$ cat src/rtl/alu_pkg.sv
// +----------------------------------------------------------------------------+
// | alu_pkg                                                                    |
// | Shared op codes, flag bit positions and controller state encoding.         |
// | Rev 1.0                                                                    |
// +----------------------------------------------------------------------------+
`default_nettype none

package alu_pkg;

    localparam int OP_W    = 3;
    localparam int FLAGS_W = 4;
    localparam int STATE_W = 2;

    localparam logic [OP_W-1:0] ALU_ADD = 3'b000;
    localparam logic [OP_W-1:0] ALU_SUB = 3'b001;
    localparam logic [OP_W-1:0] ALU_AND = 3'b010;
    localparam logic [OP_W-1:0] ALU_OR  = 3'b011;
    localparam logic [OP_W-1:0] ALU_SLL = 3'b100;
    localparam logic [OP_W-1:0] ALU_SRL = 3'b101;

    localparam int FLG_Z = 3;
    localparam int FLG_N = 2;
    localparam int FLG_C = 1;
    localparam int FLG_O = 0;

    typedef enum logic [STATE_W-1:0] {
        ST_IDLE = 2'd0,
        ST_EXEC = 2'd1,
        ST_RESP = 2'd2
    } state_t;

    // Codes 110 and 111 are unassigned and reported as errors.
    function automatic logic op_is_invalid(input logic [OP_W-1:0] op);
        return op[2] & op[1];
    endfunction

endpackage

`default_nettype wire

$ cat src/rtl/alu.sv
// +----------------------------------------------------------------------------+
// | alu                                                                        |
// | Combinational ALU: ADD/SUB/AND/OR/SLL/SRL with {Z,N,C,O} flags.            |
// | Rev 1.0                                                                    |
// +----------------------------------------------------------------------------+
`default_nettype none

module alu
    import alu_pkg::*;
#(
    parameter int WIDTH = 32
) (
    input  logic [WIDTH-1:0]   a,
    input  logic [WIDTH-1:0]   b,
    input  logic [OP_W-1:0]    op,
    output logic [WIDTH-1:0]   result,
    output logic [FLAGS_W-1:0] flags
);

    localparam int c_shamt_w = $clog2(WIDTH);
    localparam int c_msb     = WIDTH - 1;

    logic [WIDTH:0]       w_sum;
    logic [WIDTH:0]       w_diff;
    logic [c_shamt_w-1:0] w_shamt;
    logic                 w_c;
    logic                 w_o;

    assign w_sum   = {1'b0, a} + {1'b0, b};
    assign w_diff  = {1'b0, a} - {1'b0, b};
    assign w_shamt = b[c_shamt_w-1:0];

    // Invalid codes fall to the default arm: result 0, which yields flags 1000.
    always_comb begin
        result = '0;
        w_c    = 1'b0;
        w_o    = 1'b0;
        case (op)
            ALU_ADD: begin
                result = w_sum[WIDTH-1:0];
                w_c    = w_sum[WIDTH];
                w_o    = (a[c_msb] == b[c_msb]) && (w_sum[c_msb] != a[c_msb]);
            end
            ALU_SUB: begin
                result = w_diff[WIDTH-1:0];
                w_c    = ~w_diff[WIDTH];
                w_o    = (a[c_msb] != b[c_msb]) && (w_diff[c_msb] != a[c_msb]);
            end
            ALU_AND: result = a & b;
            ALU_OR:  result = a | b;
            ALU_SLL: result = a << w_shamt;
            ALU_SRL: result = a >> w_shamt;
            default: result = '0;
        endcase
    end

    always_comb begin
        flags        = '0;
        flags[FLG_Z] = (result == '0);
        flags[FLG_N] = result[c_msb];
        flags[FLG_C] = w_c;
        flags[FLG_O] = w_o;
    end

endmodule

`default_nettype wire

$ cat src/rtl/alu_share_ctrl.sv
// +----------------------------------------------------------------------------+
// | alu_share_ctrl                                                             |
// | Two-port round-robin controller sharing one alu instance.                  |
// | Rev 1.0                                                                    |
// +----------------------------------------------------------------------------+
`default_nettype none

module alu_share_ctrl
    import alu_pkg::*;
#(
    parameter int WIDTH = 32
) (
    input  logic               clk,
    input  logic               rst,
    input  logic               req_valid_0,
    input  logic               req_valid_1,
    output logic               req_ready_0,
    output logic               req_ready_1,
    input  logic [WIDTH-1:0]   req_a_0,
    input  logic [WIDTH-1:0]   req_b_0,
    input  logic [WIDTH-1:0]   req_a_1,
    input  logic [WIDTH-1:0]   req_b_1,
    input  logic [OP_W-1:0]    req_op_0,
    input  logic [OP_W-1:0]    req_op_1,
    output logic               resp_valid_0,
    output logic               resp_valid_1,
    input  logic               resp_ready_0,
    input  logic               resp_ready_1,
    output logic [WIDTH-1:0]   resp_result,
    output logic [FLAGS_W-1:0] resp_flags,
    output logic               resp_err,
    output logic               busy
);

    state_t             r_state;
    logic               r_owner;
    logic               r_last_grant;
    logic [WIDTH-1:0]   r_a;
    logic [WIDTH-1:0]   r_b;
    logic [OP_W-1:0]    r_op;
    logic [WIDTH-1:0]   r_result;
    logic [FLAGS_W-1:0] r_flags;
    logic               r_err;
    logic               r_resp_valid_0;
    logic               r_resp_valid_1;
    logic               r_busy;

    logic               w_grant_0;
    logic               w_grant_1;
    logic               w_idle;
    logic               w_accept;
    logic               w_resp_take;
    logic [WIDTH-1:0]   w_alu_result;
    logic [FLAGS_W-1:0] w_alu_flags;

    // On conflict the port that did not win last time is favoured.
    assign w_grant_0 = req_valid_0 & (~req_valid_1 | r_last_grant);
    assign w_grant_1 = req_valid_1 & (~req_valid_0 | ~r_last_grant);

    // rst gating keeps ready low for the whole reset assertion, not just after it.
    assign w_idle      = (r_state == ST_IDLE) & ~rst;
    assign req_ready_0 = w_idle & w_grant_0;
    assign req_ready_1 = w_idle & w_grant_1;
    assign w_accept    = req_ready_0 | req_ready_1;
    assign w_resp_take = r_owner ? resp_ready_1 : resp_ready_0;

    alu #(
        .WIDTH (WIDTH)
    ) u_alu (
        .a      (r_a),
        .b      (r_b),
        .op     (r_op),
        .result (w_alu_result),
        .flags  (w_alu_flags)
    );

    always_ff @(posedge clk or posedge rst) begin
        if (rst) begin
            r_state        <= ST_IDLE;
            r_owner        <= 1'b0;
            r_last_grant   <= 1'b1;
            r_a            <= '0;
            r_b            <= '0;
            r_op           <= '0;
            r_result       <= '0;
            r_flags        <= '0;
            r_err          <= 1'b0;
            r_resp_valid_0 <= 1'b0;
            r_resp_valid_1 <= 1'b0;
            r_busy         <= 1'b0;
        end else begin
            case (r_state)
                ST_IDLE: begin
                    if (w_accept) begin
                        r_a          <= req_ready_1 ? req_a_1  : req_a_0;
                        r_b          <= req_ready_1 ? req_b_1  : req_b_0;
                        r_op         <= req_ready_1 ? req_op_1 : req_op_0;
                        r_owner      <= req_ready_1;
                        r_last_grant <= req_ready_1;
                        r_busy       <= 1'b1;
                        r_state      <= ST_EXEC;
                    end
                end
                ST_EXEC: begin
                    r_result       <= w_alu_result;
                    r_flags        <= w_alu_flags;
                    r_err          <= op_is_invalid(r_op);
                    r_resp_valid_0 <= ~r_owner;
                    r_resp_valid_1 <= r_owner;
                    r_state        <= ST_RESP;
                end
                ST_RESP: begin
                    if (w_resp_take) begin
                        r_resp_valid_0 <= 1'b0;
                        r_resp_valid_1 <= 1'b0;
                        r_busy         <= 1'b0;
                        r_state        <= ST_IDLE;
                    end
                end
                default: begin
                    r_resp_valid_0 <= 1'b0;
                    r_resp_valid_1 <= 1'b0;
                    r_busy         <= 1'b0;
                    r_state        <= ST_IDLE;
                end
            endcase
        end
    end

    assign resp_valid_0 = r_resp_valid_0;
    assign resp_valid_1 = r_resp_valid_1;
    assign resp_result  = r_result;
    assign resp_flags   = r_flags;
    assign resp_err     = r_err;
    assign busy         = r_busy;

endmodule

`default_nettype wire

$ cat config.mk
export PLATFORM = sky130hd
export DESIGN_NAME = alu_share_ctrl
export DESIGN_NICKNAME = d
export VERILOG_FILES = /design/src/rtl/alu_pkg.sv /design/src/rtl/alu.sv /design/src/rtl/alu_share_ctrl.sv
export SDC_FILE = /design/constraint.sdc
export NUM_CORES = 1
export LEC_CHECK = 0
export ABC_AREA = 1
export CAP_MARGIN = 20
export CORE_MARGIN = 2
export CORE_UTILIZATION = 35
export DETAILED_ROUTE_END_ITERATION = 6
export GPL_TIMING_DRIVEN = 1
export MAX_ROUTING_LAYER = met4
export PLACE_DENSITY = 0.56
export SETUP_SLACK_MARGIN = 0.15
export SYNTH_ARGS = -nofsm -noshare
export SYNTH_HDL_FRONTEND = slang
export SYNTH_HIERARCHICAL = 1
export SYNTH_SLANG_ARGS = --single-unit
export TNS_END_PERCENT = 20
$ cat constraint.sdc
create_clock -name clk -period 4.6 [get_ports clk]
set_clock_uncertainty 0.15 [all_clocks]
set_input_delay 1.38 -clock clk [delete_from_list [all_inputs] [get_ports clk]]
set_output_delay 1.38 -clock clk [all_outputs]
set_load 0.02 [all_outputs]
==> impl_metrics.csv <==
group,metric,value,unit
run_status,status,"finished, final reports clean",
floorplan,die_area,45000,µm²
route,dr_wl_met2,31200,µm
synthesis,synth-seq-area-share,0.183,
place,io_buffers,181,
sta,fin_crit,4.41,ns
worst_hold_path,holdCritPathClass,"flop to flop",
synthesis,synth_warnings,6,
route,first_iter_violations,1603,
setup_path,start_kind,"input port",
synthesis,netlist_area,15200,µm²
finish,finalNetCount,3077,
setup_path,cp_max_fo,3,
floorplan,die_y,212,µm
sta,finalCritPeriodShare,0.958,
cts,cts_buffers,9,
cts,cts_hold_buf,0,
setup_path,required,3.07,ns
setup_path,r2r_cells,21,
cts,htree_levels,3,
finish,area_growth,16.2,%
floorplan,die_w,212,µm
route,ant_nets,0,
global_route,grt_max_degree,76,
synthesis,synth_top_area_share,0.229,
sta,timing.hold.ws,0.327,ns
sta,layout_setup_ws,0.193,ns
cts,clockBufferDepth,2,
sta,fmax,0.227,GHz
synthesis,ys_ff_latch,111,
cts,cts_setup_buffers,0,
run,cap_violations,0,
route,vias,17800,
route,highest_layer,"met4",
floorplan,core-area,42900,µm²
sta,worstMarginPinSlew,0.902,ns
floorplan,row_count,76,
cts,tritoncts,"built",
synthesis,async_reset_ff_frac,1.00,
global_route,grt_overflow,0,
synthesis,syn_nets,2972,
global_route,grt_pass1_wl,101000,µm
cts,clkSinkCount,111,
synthesis,postSynthAreaPerCell,5.56,µm²
route,wl_met1,30600,µm
setup_path,critical_path_arrival,2.88,ns
sta,finalSetupViolCount,0,
sta,rsz0062_at_grt,"no",
cts,cts_resized,0,
synthesis,synth_common_cells,"nand2_1, nand3_1, inv_1",
synthesis,synth_most_common_cell,"nand2_1",
global_route,grt_pass1_vias,16700,
synthesis,synthFlopType,"dfrtp_1",
setup_path,cp-end-kind,"output port",
sta,finalSetupTns,0,ns
finish,design_area,17600,µm²
cts,clockRootBuffer,"clkbuf_16",
route,wl,67700,µm
synthesis,synth_area_leaders,"nand2_1, dfrtp_1, nand3_1",
sta,final-max-slew-violation-count,0,
place,globalplace.congestion,1.00,
route,wire_per_inst,19.8,µm
cts,clkLatencyLatePin,0.40,ns
global_route,antenna_found_initial,0,
finish,drive_gt1_frac,0.0409,
route,route.met3.wl,3940,µm
worst_hold_path,hold_depth,2,
synthesis,synth_top_cell_by_area,"nand2_1",
global_route,grt.total_usage,0.312,
place,place_area,17300,µm²
place,place_ws,0.187,ns
cts,clk_pin_slew_worst_paths,0.07,ns
floorplan,ios,182,
sta,relSlewSlack,0.399,
route,avgViaCountPerCell,5.22,
finish,antenna_cells,0,
route,drt_first_pass_iters,6,
setup_path,worstSetupPathType,"input port to output port",
synthesis,syn_inst,2724,
sta,hold_violations,0,
synthesis,synth_cell_types,43,
place,hpwlAfterDp,56200,µm
floorplan,initial_core_util,0.353,
route,drc,0,
synthesis,synth_edf_count,0,
## path summary, 6_finish.rpt
check / from / to / slack [ns]
setup / recovery: req_valid_0 / req_ready_0 / 0.19
hold / removal: resp_result[0]$_DFFE_PP0N_ / resp_result[0]$_DFFE_PP0N_ / 0.33
setup reg to reg: r_a[0]$_DFFE_PP0P_ / resp_flags[3]$_DFFE_PP0N_ / 0.75
hold reg to reg: resp_result[0]$_DFFE_PP0N_ / resp_result[0]$_DFFE_PP0N_ / 0.33
max in group asynchronous: rst / r_b[2]$_DFFE_PP0P_ / 2.39
min in group asynchronous: rst / r_owner$_DFFE_PP0P_ / 1.19
## flip-flops by register name (all words and copies together) (netlist names)
signal / count
busy: 1
resp_valid_0: 1
resp_flags: 4
resp_valid_1: 1
r_owner: 1
r_op: 3
r_state: 2
r_b: 32
resp_result: 32
resp_err: 1
r_last_grant: 1
r_a: 32
## metrics by stage
step | util | instances
3_3_place_gp | 0.404 | 3403
6_report | 0.411 | 3419
2_1_floorplan | - | 2724
3_5_place_dp | 0.404 | 3403
5_1_grt | 0.411 | 3419
4_1_cts | 0.411 | 3419
## final cells by class
class / count / area (µm²)
tap: 585 / 732
clock inverter: 6 / 73.8
inverter: 429 / 1620
multi-input combinational: 2056 / 10000
sequential: 111 / 2780
timing repair buffer: 222 / 2140
clock buffer: 10 / 229
fill: 4830 / 25300
## worst max-delay path, stage by stage
cell	delay (ns)
clkdlybuf4s50_1	0.48
a21boi_1	0.20
nand2_2	0.10
inv_1	0.10
clkdlybuf4s50_1	0.61
## cell usage in the layout (no fill, tap or decap), drive strengths merged, types with 2 or more instances in the layout
master / count
clkdlybuf4s50: 181
xor2: 2
and3: 5
fa: 2
nand4: 29
and2: 3
a21oi: 63
clkinvlp: 3
dfrtp: 110
clkbuf: 10
o21bai: 4
buf: 41
o22ai: 15
inv: 430
o21a: 2
o21ai: 45
o211ai: 70
nand3: 488
nor3: 11
ha: 106
or2: 2
nor2: 247
nand2: 951
a31oi: 6
## kinds of logic after synthesis
| group | count (synthesis) | share of synthesized area |
|---|---|---|
| compound gates | 209 | 0.0846 |
| xor+xnor | 2 | 0.00116 |
| fa+ha+maj | 108 | 0.0902 |
| buf+inv | 557 | 0.154 |
| flops | 111 | 0.183 |
| simple gates | 1737 | 0.486 |
## metal layers
metal	up-vias	track usage
met5	-	-
met4	0	0.0903
met3	70	0.0355
met2	591	0.500
met1	8376	0.413
li1	8808	-
Power is not shown: default switching activity piles up to over one toggle a cycle in this logic, so the estimate is an artifact.
